<file path="src/rtl/uart_tx.sv">
// 8N1 UART transmitter with a power-of-two byte FIFO and an eight-entry baud-rate table.
// The baud select is latched at every frame start; tx_done_o marks the last clock of each stop bit.
module uart_tx #(
   parameter int unsigned FIFO_DEPTH = 4
) (
   input  logic       clk_i,
   input  logic       rst_i,
   input  logic [2:0] buad_set_i,
   input  logic [7:0] tx_data_i,
   input  logic       tx_valid_i,
   output logic       tx_ready_o,
   output logic       uart_txd_o,
   output logic       tx_busy_o,
   output logic       tx_done_o
);

   localparam int unsigned AW = (FIFO_DEPTH > 1) ? $clog2(FIFO_DEPTH) : 1;
   localparam int unsigned CW = AW + 1;

   typedef enum logic [1:0] {StIdle, StStart, StData, StStop} state_e;

   logic [7:0]    fifo_mem [FIFO_DEPTH];
   logic [AW-1:0] wr_ptr_q, rd_ptr_q;
   logic [CW-1:0] count_q;
   logic          fifo_full, fifo_empty, push, pop;

   state_e        state_q, state_d;
   logic [13:0]   div_q, div_d, cnt_q, cnt_d, sel_div;
   logic [7:0]    shift_q, shift_d;
   logic [2:0]    bit_idx_q, bit_idx_d;
   logic          txd_q, txd_d;
   logic          bit_end, start_frame;

   always_comb begin
      sel_div = 14'd109;
      case (buad_set_i)
         3'd0:    sel_div = 14'd10417;
         3'd1:    sel_div = 14'd5208;
         3'd2:    sel_div = 14'd2604;
         3'd3:    sel_div = 14'd1736;
         3'd4:    sel_div = 14'd868;
         3'd5:    sel_div = 14'd434;
         3'd6:    sel_div = 14'd217;
         default: sel_div = 14'd109;
      endcase
   end

   // Full is judged on the registered count, so a pop in the same cycle never frees a slot early.
   assign fifo_full  = (count_q == CW'(FIFO_DEPTH));
   assign fifo_empty = (count_q == '0);
   assign push       = tx_valid_i && !fifo_full;
   assign tx_ready_o = !fifo_full;

   always_ff @(posedge clk_i) begin
      if (push) fifo_mem[wr_ptr_q] <= tx_data_i;
   end

   always_ff @(posedge clk_i) begin
      if (rst_i) begin
         wr_ptr_q <= '0;
         rd_ptr_q <= '0;
         count_q  <= '0;
      end else begin
         if (push) wr_ptr_q <= wr_ptr_q + AW'(1);
         if (pop)  rd_ptr_q <= rd_ptr_q + AW'(1);
         if (push && !pop)      count_q <= count_q + CW'(1);
         else if (!push && pop) count_q <= count_q - CW'(1);
      end
   end

   assign bit_end = (cnt_q == '0);

   always_comb begin
      state_d     = state_q;
      div_d       = div_q;
      cnt_d       = cnt_q;
      shift_d     = shift_q;
      bit_idx_d   = bit_idx_q;
      txd_d       = txd_q;
      pop         = 1'b0;
      start_frame = 1'b0;
      tx_done_o   = 1'b0;

      if (state_q != StIdle) cnt_d = bit_end ? div_q - 14'd1 : cnt_q - 14'd1;

      unique case (state_q)
         StIdle: start_frame = !fifo_empty;
         StStart: begin
            if (bit_end) begin
               state_d   = StData;
               txd_d     = shift_q[0];
               shift_d   = {1'b0, shift_q[7:1]};
               bit_idx_d = '0;
            end
         end
         StData: begin
            if (bit_end) begin
               if (bit_idx_q == 3'd7) begin
                  state_d = StStop;
                  txd_d   = 1'b1;
               end else begin
                  txd_d     = shift_q[0];
                  shift_d   = {1'b0, shift_q[7:1]};
                  bit_idx_d = bit_idx_q + 3'd1;
               end
            end
         end
         StStop: begin
            if (bit_end) begin
               tx_done_o = 1'b1;
               if (!fifo_empty) begin
                  start_frame = 1'b1;
               end else begin
                  state_d = StIdle;
                  cnt_d   = '0;
               end
            end
         end
         default: state_d = StIdle;
      endcase

      // Back-to-back frames reuse this path so the next start bit follows the stop bit directly.
      if (start_frame) begin
         pop     = 1'b1;
         state_d = StStart;
         txd_d   = 1'b0;
         div_d   = sel_div;
         cnt_d   = sel_div - 14'd1;
         shift_d = fifo_mem[rd_ptr_q];
      end
   end

   always_ff @(posedge clk_i) begin
      if (rst_i) begin
         state_q   <= StIdle;
         div_q     <= '0;
         cnt_q     <= '0;
         shift_q   <= '0;
         bit_idx_q <= '0;
         txd_q     <= 1'b1;
      end else begin
         state_q   <= state_d;
         div_q     <= div_d;
         cnt_q     <= cnt_d;
         shift_q   <= shift_d;
         bit_idx_q <= bit_idx_d;
         txd_q     <= txd_d;
      end
   end

   assign uart_txd_o = txd_q;
   assign tx_busy_o  = (state_q != StIdle) || !fifo_empty;

endmodule

</file>
<file path="config.mk">
export PLATFORM = sky130hd
export DESIGN_NAME = uart_tx
export DESIGN_NICKNAME = d
export VERILOG_FILES = /design/src/rtl/uart_tx.sv
export SDC_FILE = /design/constraint.sdc
export NUM_CORES = 1
export LEC_CHECK = 0
export BUFFER_PORTS_ARGS = -buffer_cell sky130_fd_sc_hd__clkbuf_2
export CAP_MARGIN = 5
export CELL_PAD_IN_SITES_DETAIL_PLACEMENT = 0
export CELL_PAD_IN_SITES_GLOBAL_PLACEMENT = 1
export CORE_ASPECT_RATIO = 1.4
export CORE_MARGIN = 1.5
export CORE_UTILIZATION = 54
export CTS_BUF_LIST = sky130_fd_sc_hd__clkbuf_2 sky130_fd_sc_hd__clkbuf_4 sky130_fd_sc_hd__clkbuf_8
export DETAILED_ROUTE_END_ITERATION = 16
export PLACE_DENSITY_LB_ADDON = 0.1
export RECOVER_POWER = 100
export SLEW_MARGIN = 20
export SYNTH_ARGS = -nofsm -noshare
export SYNTH_HDL_FRONTEND = slang
export SYNTH_SLANG_ARGS = --single-unit
</file>
<file path="constraint.sdc">
create_clock -name clk_i -period 4.7 [get_ports clk_i]
set_input_delay 0.705 -clock clk_i [delete_from_list [all_inputs] [get_ports clk_i]]
set_output_delay 0.705 -clock clk_i [all_outputs]
set_load 0.005 [all_outputs]
</file>
==> summary.txt, run 1 <==
CP Capture Type -> flip-flop
Die Ht -> 108 um
Crit share post-route -> 80.8%
Cell Int Power -> 1.74 mW
Post-synth top area cell -> dfxtp_1
TritonCTS buffer count -> 9
Most instantiated cells after synthesis -> 60 x nor2_1, 51 x dfxtp_1, 36 x a21oi_1, 32 x edfxtp_1, 30 x nand2_1
Register share of total power -> 35.7%
Starting density of the core -> 55.3%
First-pass GRT wire length -> 14.7 mm
Worst-case vdd ir drop -> 0.000354 V
# IOs -> 18
Row cnt -> 38
Layout Nets -> 457
Sum Neg Setup Slack -> 0 ns
Via density -> 5.94
Capturing point of the worst reg2reg path -> count_q[2]
CP Cell Sequence -> inv_1, ha_1, inv_1, nor3_1, a31o_1, inv_2, ha_1, inv_1, fa_1, xor2_1, or3_1, a21oi_1
Synth Area in XOR/XNOR -> 2.90%
Hold Path Cell Cnt -> 2
Most frequent cell after synthesis -> nor2_1
Simple-gate share of the synthesized area -> 16.5%
Synth area leaders -> dfxtp_1 24%, edfxtp_1 23%, nor2_1 5.3%, ha_1 5.0%, a21oi_1 4.3%
Critical Path Source Type -> flip-flop
Largest net degree at the start of global routing -> 45
Hold_buf cts -> 0
Slew margin rel. -> 39.5%
Worst path bufs/invs -> 4
Placement-stage cell area -> 4320 um2
Multiplexer share of the synthesized area -> 7.87%
PwrDens -> 684 nW/um2
Async SR Flop Fraction -> 0%
EDFF count, synth -> 32
Count of different cell masters after synthesis -> 58
Core area -> 7650 um2
Hold endpoint -> shift_q[7]
Cts repair resizes -> 0
Post-synthesis compound-gate area fraction -> 16.6%
Outcome -> completed
Post-Synthesis Cells -> 421
Top_reg_cell synth -> dfxtp_1
#FFs+latches synth -> 83
RSZ-0062 raised after global routing -> no
Clock Power Share -> 16.9%
Ant diodes -> 0
CTS tree -> yes
IO buf count -> 17
Tmin final -> 3.80 ns
Post-route cell area -> 4480 um2
Cells on worst reg2reg path -> 12
Final Max Slew Viols -> 0
Layout cell share with drive strength beyond 1 -> 9.77%
Slew @ Worst Pin -> 0.902 ns
# setup viols final -> 0
WS Path Type -> reg2reg
WP data required -> 4.99 ns
Synthesized area -> 4230 um2
Pre-CTS WS -> 1.21 ns
P_sw -> 1.33 mW
Via count -> 3,150
Worst Skew -> 0.00961 ns
Router iterations before antenna repair -> 5
Synthesized Nets -> 453
Post-synth top area share -> 24.1%
Fin. Hold Viols -> 0
Clk root buf -> clkbuf_8
Placer congestion estimate -> 0.892
Switching share of total power -> 43.3%
Die ar. -> 8380 um2
Fmax -> 0.263 GHz
Final setup margin -> 0.902 ns
Post-synthesis sequential area ratio -> 46.8%
Die X -> 77.8 um
Grt ovf -> 0
Number of setup buffers added after CTS -> 0
RR Startpoint -> state_q[0]
Comb power frac -> 47.4%
Worst-path maximum fanout -> 40
Adder-cell area share of the yosys netlist -> 5.50%
H-tree depth -> 3
CP Data Arrival Time -> 4.09 ns
Min-delay worst type -> reg2reg
Clock Path Buffers -> 2
R2R Setup Slk -> 0.90 ns
Worst-path clk slew -> 0.08 ns
Drt drc -> 0
Hold Crit Start -> shift_q[7]
Delay-heaviest family, CP -> buffers and inverters
LEAKAGE -> 1.65 nW
Yosys warning total -> 0
Post-Syn Area per Cell -> 10.1 um2
Worst path slowest cell -> inv_2
Most common cell on crit path -> inv_1
CTS Sinks -> 83
Antenna Nets Post-Route -> 0
Clk_lat worst skew -> 0.36 ns
Area delta synth->final -> 5.91%
Delay of the slowest critical-path stage -> 0.60 ns
Global Route Usage Sum -> 22.9%
Initial antenna violation count -> 0
Vias in the first global route -> 3,048
Largest family of logic cells by synthesized area -> compound AO/OA/AOI/OAI gates
Drt total wl -> 9.08 mm
Max-Cap Viols -> 0
Post-DP HPWL -> 6.39 mm
Drt first-iter violations -> 279
WL/cell -> 17.1 um
==> layout by cell type, fill, tap and decap left out, drive strengths merged, types with 6 or more instances in the layout <==
cell | Yosys | layout
nor2 | 60 | 60
dfxtp | 51 | 51
a21oi | 36 | 36
edfxtp | 32 | 32
nand2 | 31 | 31
clkbuf | 10 | 28
ha | 17 | 17
nor3 | 17 | 17
mux2i | 13 | 13
a211oi | 12 | 12
inv | 9 | 10
o21ai | 9 | 9
xnor2 | 9 | 9
o22ai | 9 | 9
mux4 | 8 | 8
nand2b | 7 | 7
a31oi | 6 | 6
==> cell families (layout without fill, tap and decap cells) <==
family | after synthesis | count (layout)
compound gates | 104 | 104
buf+inv | 34 | 43
mux | 23 | 23
flops | 83 | 83
simple gates | 145 | 145
fa+ha+maj | 18 | 18
xor+xnor | 14 | 14
==> sequential cells by signal, summed over array words and instances, names as in the netlist, named ones only <==
register	flops
count_q	3
shift_q	8
rd_ptr_q	2
uart_txd_o	1
bit_idx_q	3
cnt_q	14
state_q	2
wr_ptr_q	2
div_q	14
fifo_mem	32
==> area by class of cell <==
class | count | area [um2]
fill | 672 | 3170
multi-input combinational | 304 | 2060
sequential | 83 | 1980
clock buffer | 11 | 139
tap | 100 | 125
timing repair buffer | 18 | 82.6
clock inverter | 5 | 61.3
inverter | 9 | 33.8
==> metal layers <==
layer	global-route usage, %	wire length, um
met2	42.0	4750
met4	11.6	307
met3	3.73	304
met1	24.9	3720
met5	0	0
==> power by group through the flow <==
stage / sequential [mW] / combinational, mW / clock, mW
global placement: 1.11 / 1.46 / 0
detailed placement: 1.11 / 1.47 / 0
CTS: 1.10 / 1.48 / 0.528
floorplan: 1.04 / 1.26 / 0
finish: 1.10 / 1.45 / 0.518
global route: 1.12 / 1.63 / 0.554
==> worst max path at each step <==
stage	start	to	slack [ns]	cells past startpoint
CTS	state_q[0]	count_q[2]	1.19	12
global placement	state_q[0]	count_q[2]	1.30	12
finish	state_q[0]	count_q[2]	0.90	12
detailed placement	state_q[0]	count_q[2]	1.21	12
global route	state_q[0]	count_q[2]	0.67	12
floorplan	state_q[0]	count_q[2]	2.05	13
==> per-stage QoR <==
stage                     utilization [%]  power (mW)  cells  hold WS (ns)
after detailed placement             56.5        2.58    514         0.465
after global placement               56.5        2.57    514         0.465
after CTS                            59.1        3.10    530         0.478
final                                58.5        3.07    530         0.476
after global routing                 58.5        3.30    530         0.500
after floorplan                         -        2.31    421         0.447
==> worst reg2reg max path, cell delays in order, from the launching register on <==
cell and delay, ns:
dfxtp_1 0.42, inv_1 0.12, ha_1 0.39, inv_1 0.34, nor3_1 0.12, a31o_1 0.40, inv_2 0.60, ha_1 0.31
inv_1 0.06, fa_1 0.37, xor2_1 0.17, or3_1 0.30, a21oi_1 0.14
Power figures use the tool's default switching activity.
==> run 2: changes to the inputs <==
Settings changed: ABC_AREA from default to 1, CORE_UTILIZATION 54 to 44.
Clock period 4.7 ns to 3.2 ns, I/O delays scaled along.
==> run 2 against run 1 <==
Hold slack lost 0.099 ns. Fmax grew 41%. Utilization shrank 10 points. Worst setup slack lost 0.39 ns.
==> summary.txt, run 2 <==
Slew margin rel. -> 22.7% (-17 points)
Die X -> 86.1 um (+11%)
Capturing point of the worst reg2reg path -> cnt_q[8]
Worst path slowest cell -> dfxtp_1
PwrDens -> 896 nW/um2 (+31%)
Delay of the slowest critical-path stage -> 0.33 ns (-0.27 ns)
Row cnt -> 42 (+11%)
Drt first-iter violations -> 144 (-48%)
CP Capture Type -> flip-flop
Worst Skew -> 0.0126 ns (+0.00296 ns)
Number of setup buffers added after CTS -> 0 (unchanged)
Post-synth top area share -> 24.0% (-0.11 points)
Min-delay worst type -> in2reg
Drt drc -> 0 (unchanged)
Tmin final -> 2.69 ns (-1.11 ns)
CTS Sinks -> 83 (unchanged)
Via count -> 3,242 (+2.9%)
Post-route cell area -> 4540 um2 (+1.3%)
Cts repair resizes -> 0 (unchanged)
Synthesized area -> 4250 um2 (+0.44%)
Count of different cell masters after synthesis -> 45 (-22%)
Delay-heaviest family, CP -> simple AND/OR/NAND/NOR gates
LEAKAGE -> 1.87 nW (+13%)
Top_reg_cell synth -> dfxtp_1
Outcome -> completed
RSZ-0062 raised after global routing -> no
Initial antenna violation count -> 0 (unchanged)
Final Max Slew Viols -> 0 (unchanged)
Max reg flops -> 32 (unchanged)
Crit share post-route -> 84.0% (+3.2 points)
Layout Nets -> 557 (+22%)
Post-synth top area cell -> dfxtp_1
Fin. Hold Viols -> 0 (unchanged)
Starting density of the core -> 45.2% (-10 points)
#FFs+latches synth -> 83 (unchanged)
CP Data Arrival Time -> 2.92 ns (-1.17 ns)
Hold endpoint -> fifo_mem[0][3]
RR Startpoint -> cnt_q[0]
Fmax -> 0.372 GHz (+41%)
Placer congestion estimate -> 0.787 (-12%)
Synthesized Nets -> 538 (+19%)
Global Route Usage Sum -> 19.3% (-3.6 points)
Sum Neg Setup Slack -> 0 ns (unchanged)
Largest net degree at the start of global routing -> 21 (-53%)
Async SR Flop Fraction -> 0% (unchanged)
Final Util -> 48.2% (-10 points)
Post-synthesis sequential area ratio -> 46.6% (-0.21 points)
Placement-stage cell area -> 4430 um2 (+2.5%)
Clock Path Buffers -> 2 (unchanged)
Worst-path maximum fanout -> 16 (-60%)
Post-Syn Area per Cell -> 8.40 um2 (-16%)
FILL cells -> 935 (+39%)
Core area -> 9410 um2 (+23%)
Most frequent cell after synthesis -> nand2_1
Router iterations before antenna repair -> 4 (-1)
WS Path Type -> reg2reg
Antenna Nets Post-Route -> 0 (unchanged)
Yosys warning total -> 0 (unchanged)
# IOs -> 18 (unchanged)
Hold Path Cell Cnt -> 1 (-1)
Ant diodes -> 0 (unchanged)
Top reg by flops -> fifo_mem
Pre-CTS WS -> 0.734 ns (-0.475 ns)
Vias in the first global route -> 3,179 (+4.3%)
CP Cell Sequence -> or2_4, nor2_8, nand2_4, o21ai_0, nand2_1, buf_4, nand2_1, inv_2, nand2_1, inv_2, o211ai_1, o21ai_0
H-tree depth -> 3 (unchanged)
Worst-path clk slew -> 0.08 ns (about the same)
# setup viols final -> 0 (unchanged)
Drt total wl -> 9.04 mm (-0.45%)
Commonest cells after routing, fill and taps aside -> 98 x nand2_1, 67 x nor2_1, 58 x inv_1
WL/cell -> 14.1 um (-18%)
Die ar. -> 10,300 um2 (+22%)
Worst-case vdd ir drop -> 0.000416 V (+17%)
TritonCTS buffer count -> 9 (unchanged)
R2R Setup Slk -> 0.51 ns (-0.39 ns)
IO buf count -> 17 (unchanged)
Slew @ Worst Pin -> 1.16 ns (+0.257 ns)
Hold Crit Start -> tx_data_i[3]
Max-Cap Viols -> 0 (unchanged)
EDFF count, synth -> 32 (unchanged)
Layout cell share with drive strength beyond 1 -> 11.3% (+1.6 points)
CTS tree -> yes
Final setup margin -> 0.512 ns (-0.390 ns)
Hold_buf cts -> 0 (unchanged)
Post-Synthesis Cells -> 506 (+20%)
Cells on worst reg2reg path -> 12 (unchanged)
Grt ovf -> 0 (unchanged)
Post-DP HPWL -> 7.01 mm (+9.7%)
Commonest non-fill, non-tap cell in the layout -> nand2_1
Via density -> 5.07 (-15%)
Clk_lat worst skew -> 0.36 ns (about the same)
First-pass GRT wire length -> 15.1 mm (+3.2%)
Worst path bufs/invs -> 3 (-1)
Largest regs -> fifo_mem (32), cnt_q (14), div_q (14)
Synth area leaders -> dfxtp_1 24%, edfxtp_1 23%, nand2_1 8.4%, nor2_1 5.5%, inv_1 5.0%
Clk root buf -> clkbuf_8
Area delta synth->final -> 6.77%
Most common cell on crit path -> nand2_1
Die Ht -> 119 um (+11%)
Critical Path Source Type -> flip-flop
Most instantiated cells after synthesis -> 95 x nand2_1, 62 x nor2_1, 57 x inv_1, 51 x dfxtp_1
WP data required -> 3.43 ns (-1.56 ns)
## run 2: per-stage QoR
stage | cells | hold WS [ns] | power [mW]
2_1_floorplan | 506 | 0.433 | 3.08
3_3_place_gp | 624 | 0.447 | 3.51
3_5_place_dp | 624 | 0.450 | 3.52
4_1_cts | 640 | 0.326 | 4.17
5_1_grt | 640 | 0.378 | 4.44
6_report | 640 | 0.377 | 4.07
## run 2: cell families after synthesis
logic type,Yosys count,synth area share [%]
simple gates,225,24.3
compound gates,97,15.2
flops,83,46.6
buf+inv,79,7.59
fa+ha+maj,18,5.48
xor+xnor,4,0.824
## run 2: where the power goes
part / total [mW] / switching [mW] / internal [mW]
combinational: 1.96 / 1.31 / 0.645
clock: 0.647 / 0.345 / 0.302
sequential: 1.46 / 0.135 / 1.33
## run 2: worst max-delay path by stage
stage | to | slack [ns] | startpoint | depth (start not counted)
floorplan | count_q[2] | 0.82 | state_q[0] | 14
global placement | cnt_q[6] | 0.77 | cnt_q[3] | 13
detailed placement | cnt_q[6] | 0.73 | cnt_q[2] | 13
CTS | cnt_q[6] | 0.71 | cnt_q[2] | 13
global route | cnt_q[8] | 0.29 | cnt_q[6] | 13
finish | cnt_q[8] | 0.51 | cnt_q[0] | 12
## run 2: layout make-up
type | instances | area (um2) | area share, %
clock buffers | 12 | 146 | 3.23
clock inverters | 4 | 18.8 | 0.414
inverters | 65 | 244 | 5.38
multi-input cells | 344 | 1910 | 42.0
flip-flops and latches | 83 | 1980 | 43.7
well taps | 110 | 138 | 3.03
repair buffers | 22 | 103 | 2.26
## run 2: routing by layer
layer / vias to the layer above / track usage [%] / share of wire (%)
li1: 1714 / - / -
met1: 1490 / 21.2 / 43
met2: 25 / 36.3 / 54
met3: 13 / 3.33 / 1.8
met4: 0 / 6.65 / 1.3
met5: - / 0 / 0
## run 2: worst reg2reg max path, stage by stage, from the launching register on
cell and delay (ns):
dfxtp_1 0.33, or2_4 0.27, nor2_8 0.15, nand2_4 0.18, o21ai_0 0.21, nand2_1 0.25
buf_4 0.30, nand2_1 0.21, inv_2 0.07, nand2_1 0.28, inv_2 0.10, o211ai_1 0.11
o21ai_0 0.10
==> run 3: changes to the inputs <==
Settings changed: CORE_UTILIZATION 44 to 49.
Clock period 3.2 ns to 2.54 ns, I/O delays scaled along.
==> run 3 against run 2 <==
Power up 29%. Sequential share of layout area fell by 0.64 points. Register-to-register slack worse by 0.28 ns. Global-route usage increased by 2.9 points. Worst setup slack got worse by 0.28 ns. Hold slack lost 0.11 ns. Critical path type unchanged. Largest power group unchanged.
==> summary.txt, run 3 (synthesis results as in run 2) <==
Outcome -> completed
Total power -> 5.26 mW (+29%)
Area delta synth->final -> 8.36%
Drt total wl -> 9.34 mm (+3.3%)
CTS tree -> yes
WL/cell -> 14.5 um (+3.0%)
Delay of the slowest critical-path stage -> 0.33 ns (about the same)
Clk root buf -> clkbuf_8
Core area -> 8510 um2 (-9.6%)
IO buf count -> 17 (unchanged)
Cts repair resizes -> 0 (unchanged)
Final Max Slew Viols -> 0 (unchanged)
Ant diodes -> 0 (unchanged)
Crit share post-route -> 90.8% (+6.8 points)
Hold_buf cts -> 0 (unchanged)
Placement-stage cell area -> 4480 um2 (+1.0%)
FILL cells -> 852 (-8.9%)
CTS Sinks -> 83 (unchanged)
Starting density of the core -> 50.0% (+4.8 points)
Hold Path Cell Cnt -> 1 (unchanged)
Hold WS -> 0.264 ns (-0.113 ns)
Cells on worst reg2reg path -> 12 (unchanged)
Drt first-iter violations -> 171 (+19%)
CP Capture Type -> flip-flop
Die ar. -> 9250 um2 (-9.9%)
Worst-path maximum fanout -> 11 (-5)
Fmax -> 0.434 GHz (+17%)
Commonest cells after routing, fill and taps aside -> 97 x nand2_1, 63 x nor2_1, 60 x inv_1
Die Ht -> 113 um (-5.1%)
Critical Path Source Type -> flip-flop
Worst Skew -> 0.00769 ns (-0.00487 ns)
Via density -> 5.24 (+3.4%)
Vias in the first global route -> 3,140 (-1.2%)
# placed instances -> 626 (+0.32%)
Top reg by flops -> fifo_mem
Slew @ Worst Pin -> 0.660 ns (-0.499 ns)
# setup viols final -> 0 (unchanged)
Worst-path clk slew -> 0.08 ns (about the same)
Number of setup buffers added after CTS -> 0 (unchanged)
Drt drc -> 0 (unchanged)
Pre-CTS WS -> 0.332 ns (-0.402 ns)
Layout cell share with drive strength beyond 1 -> 12.8% (+1.5 points)
WS Path Type -> reg2reg
Final setup margin -> 0.233 ns (-0.279 ns)
Antenna Nets Post-Route -> 0 (unchanged)
Row cnt -> 40 (-4.8%)
Router iterations before antenna repair -> 4 (unchanged)
Sum Neg Setup Slack -> 0 ns (unchanged)
# IOs -> 18 (unchanged)
Post-route cell area -> 4610 um2 (+1.5%)
Post-DP HPWL -> 7.27 mm (+3.6%)
Via count -> 3,363 (+3.7%)
Slew margin rel. -> 56.0% (+33 points)
Largest regs -> fifo_mem (32), cnt_q (14), div_q (14)
Layout Nets -> 564 (+1.3%)
Worst-case vdd ir drop -> 0.000717 V (+72%)
Max reg flops -> 32 (unchanged)
Commonest non-fill, non-tap cell in the layout -> nand2_1
WP data required -> 2.79 ns (-0.64 ns)
RSZ-0062 raised after global routing -> no
First-pass GRT wire length -> 14.9 mm (-1.6%)
Fin. Hold Viols -> 0 (unchanged)
Max-Cap Viols -> 0 (unchanged)
Initial antenna violation count -> 0 (unchanged)
Largest net degree at the start of global routing -> 24 (+14%)
Clock Path Buffers -> 2 (unchanged)
PwrDens -> 1140 nW/um2 (+27%)
Die X -> 81.7 um (-5.1%)
TritonCTS buffer count -> 9 (unchanged)
CP Data Arrival Time -> 2.56 ns (-0.36 ns)
LEAKAGE -> 1.89 nW (+0.92%)
Min-delay worst type -> in2reg
Clk_lat worst skew -> 0.37 ns (about the same)
Global Route Usage Sum -> 22.2% (+2.9 points)
Grt ovf -> 0 (unchanged)
Worst path slowest cell -> dfxtp_1
Final Util -> 54.1% (+5.9 points)
H-tree depth -> 3 (unchanged)
Tmin final -> 2.31 ns (-0.381 ns)
Final std cells w/o fill -> 642 (+0.31%)
CP Cell Sequence -> or2_4, nor2_8, nand2_4, buf_4, nor2_1, nand2_2, nand2_1, inv_1, nand2_2, inv_1, o211ai_1, o21ai_1
Placer congestion estimate -> 0.870 (+11%)
run 3: cell count changes in the layout (fill, tap and decap cells not counted), moves of 2 or more:
| cell | change |
|---|---|
| nor2_1 | -4 |
| buf_4 | +3 |
| clkbuf_1 | +3 |
| clkbuf_4 | -3 |
| clkinvlp_4 | +3 |
| nor2_2 | +3 |
| o21ai_0 | -3 |
| inv_1 | +2 |
| inv_2 | -2 |
| o21ai_1 | +2 |
run 3: final timing paths:
check / slack [ns] / endpoint / startpoint
hold / removal: 0.26 / fifo_mem[3][3] / tx_data_i[3]
setup / recovery: 0.23 / cnt_q[8] / cnt_q[0]
hold reg to reg: 0.47 / rd_ptr_q[1] / rd_ptr_q[1]
setup reg to reg: 0.23 / cnt_q[8] / cnt_q[0]
run 3: cell type report:
class	instances	area [um2]	share of cell area, %
multi-input cells	344	1930	41.9
well taps	105	131	2.85
clock buffers	10	138	2.99
inverters	65	244	5.30
clock inverters	6	41.3	0.896
flip-flops and latches	83	1980	43.0
repair buffers	29	141	3.07
run 3: power by group:
part / internal (mW) / leakage, nW / total, mW / switching (mW)
logic: 0.851 / 1.09 / 2.57 / 1.72
registers: 1.67 / 0.712 / 1.82 / 0.154
clock network: 0.379 / 0.0843 / 0.858 / 0.479
total: 2.90 / 1.89 / 5.26 / 2.36
run 3: critical path: cells and delay by family (launching register included):
kind                   cells  cell delay, ns
AND/OR/NAND/NOR            7            1.21
flip-flops                 1            0.33
buffers and inverters      3            0.44
AO/OA/AOI/OAI              2            0.19
run 3: layer usage:
layer	wire length (um)	GRT usage [%]
met1	3310	20.6
met2	5410	43.3
met3	269	4.03
met4	348	12.1
met5	0	0
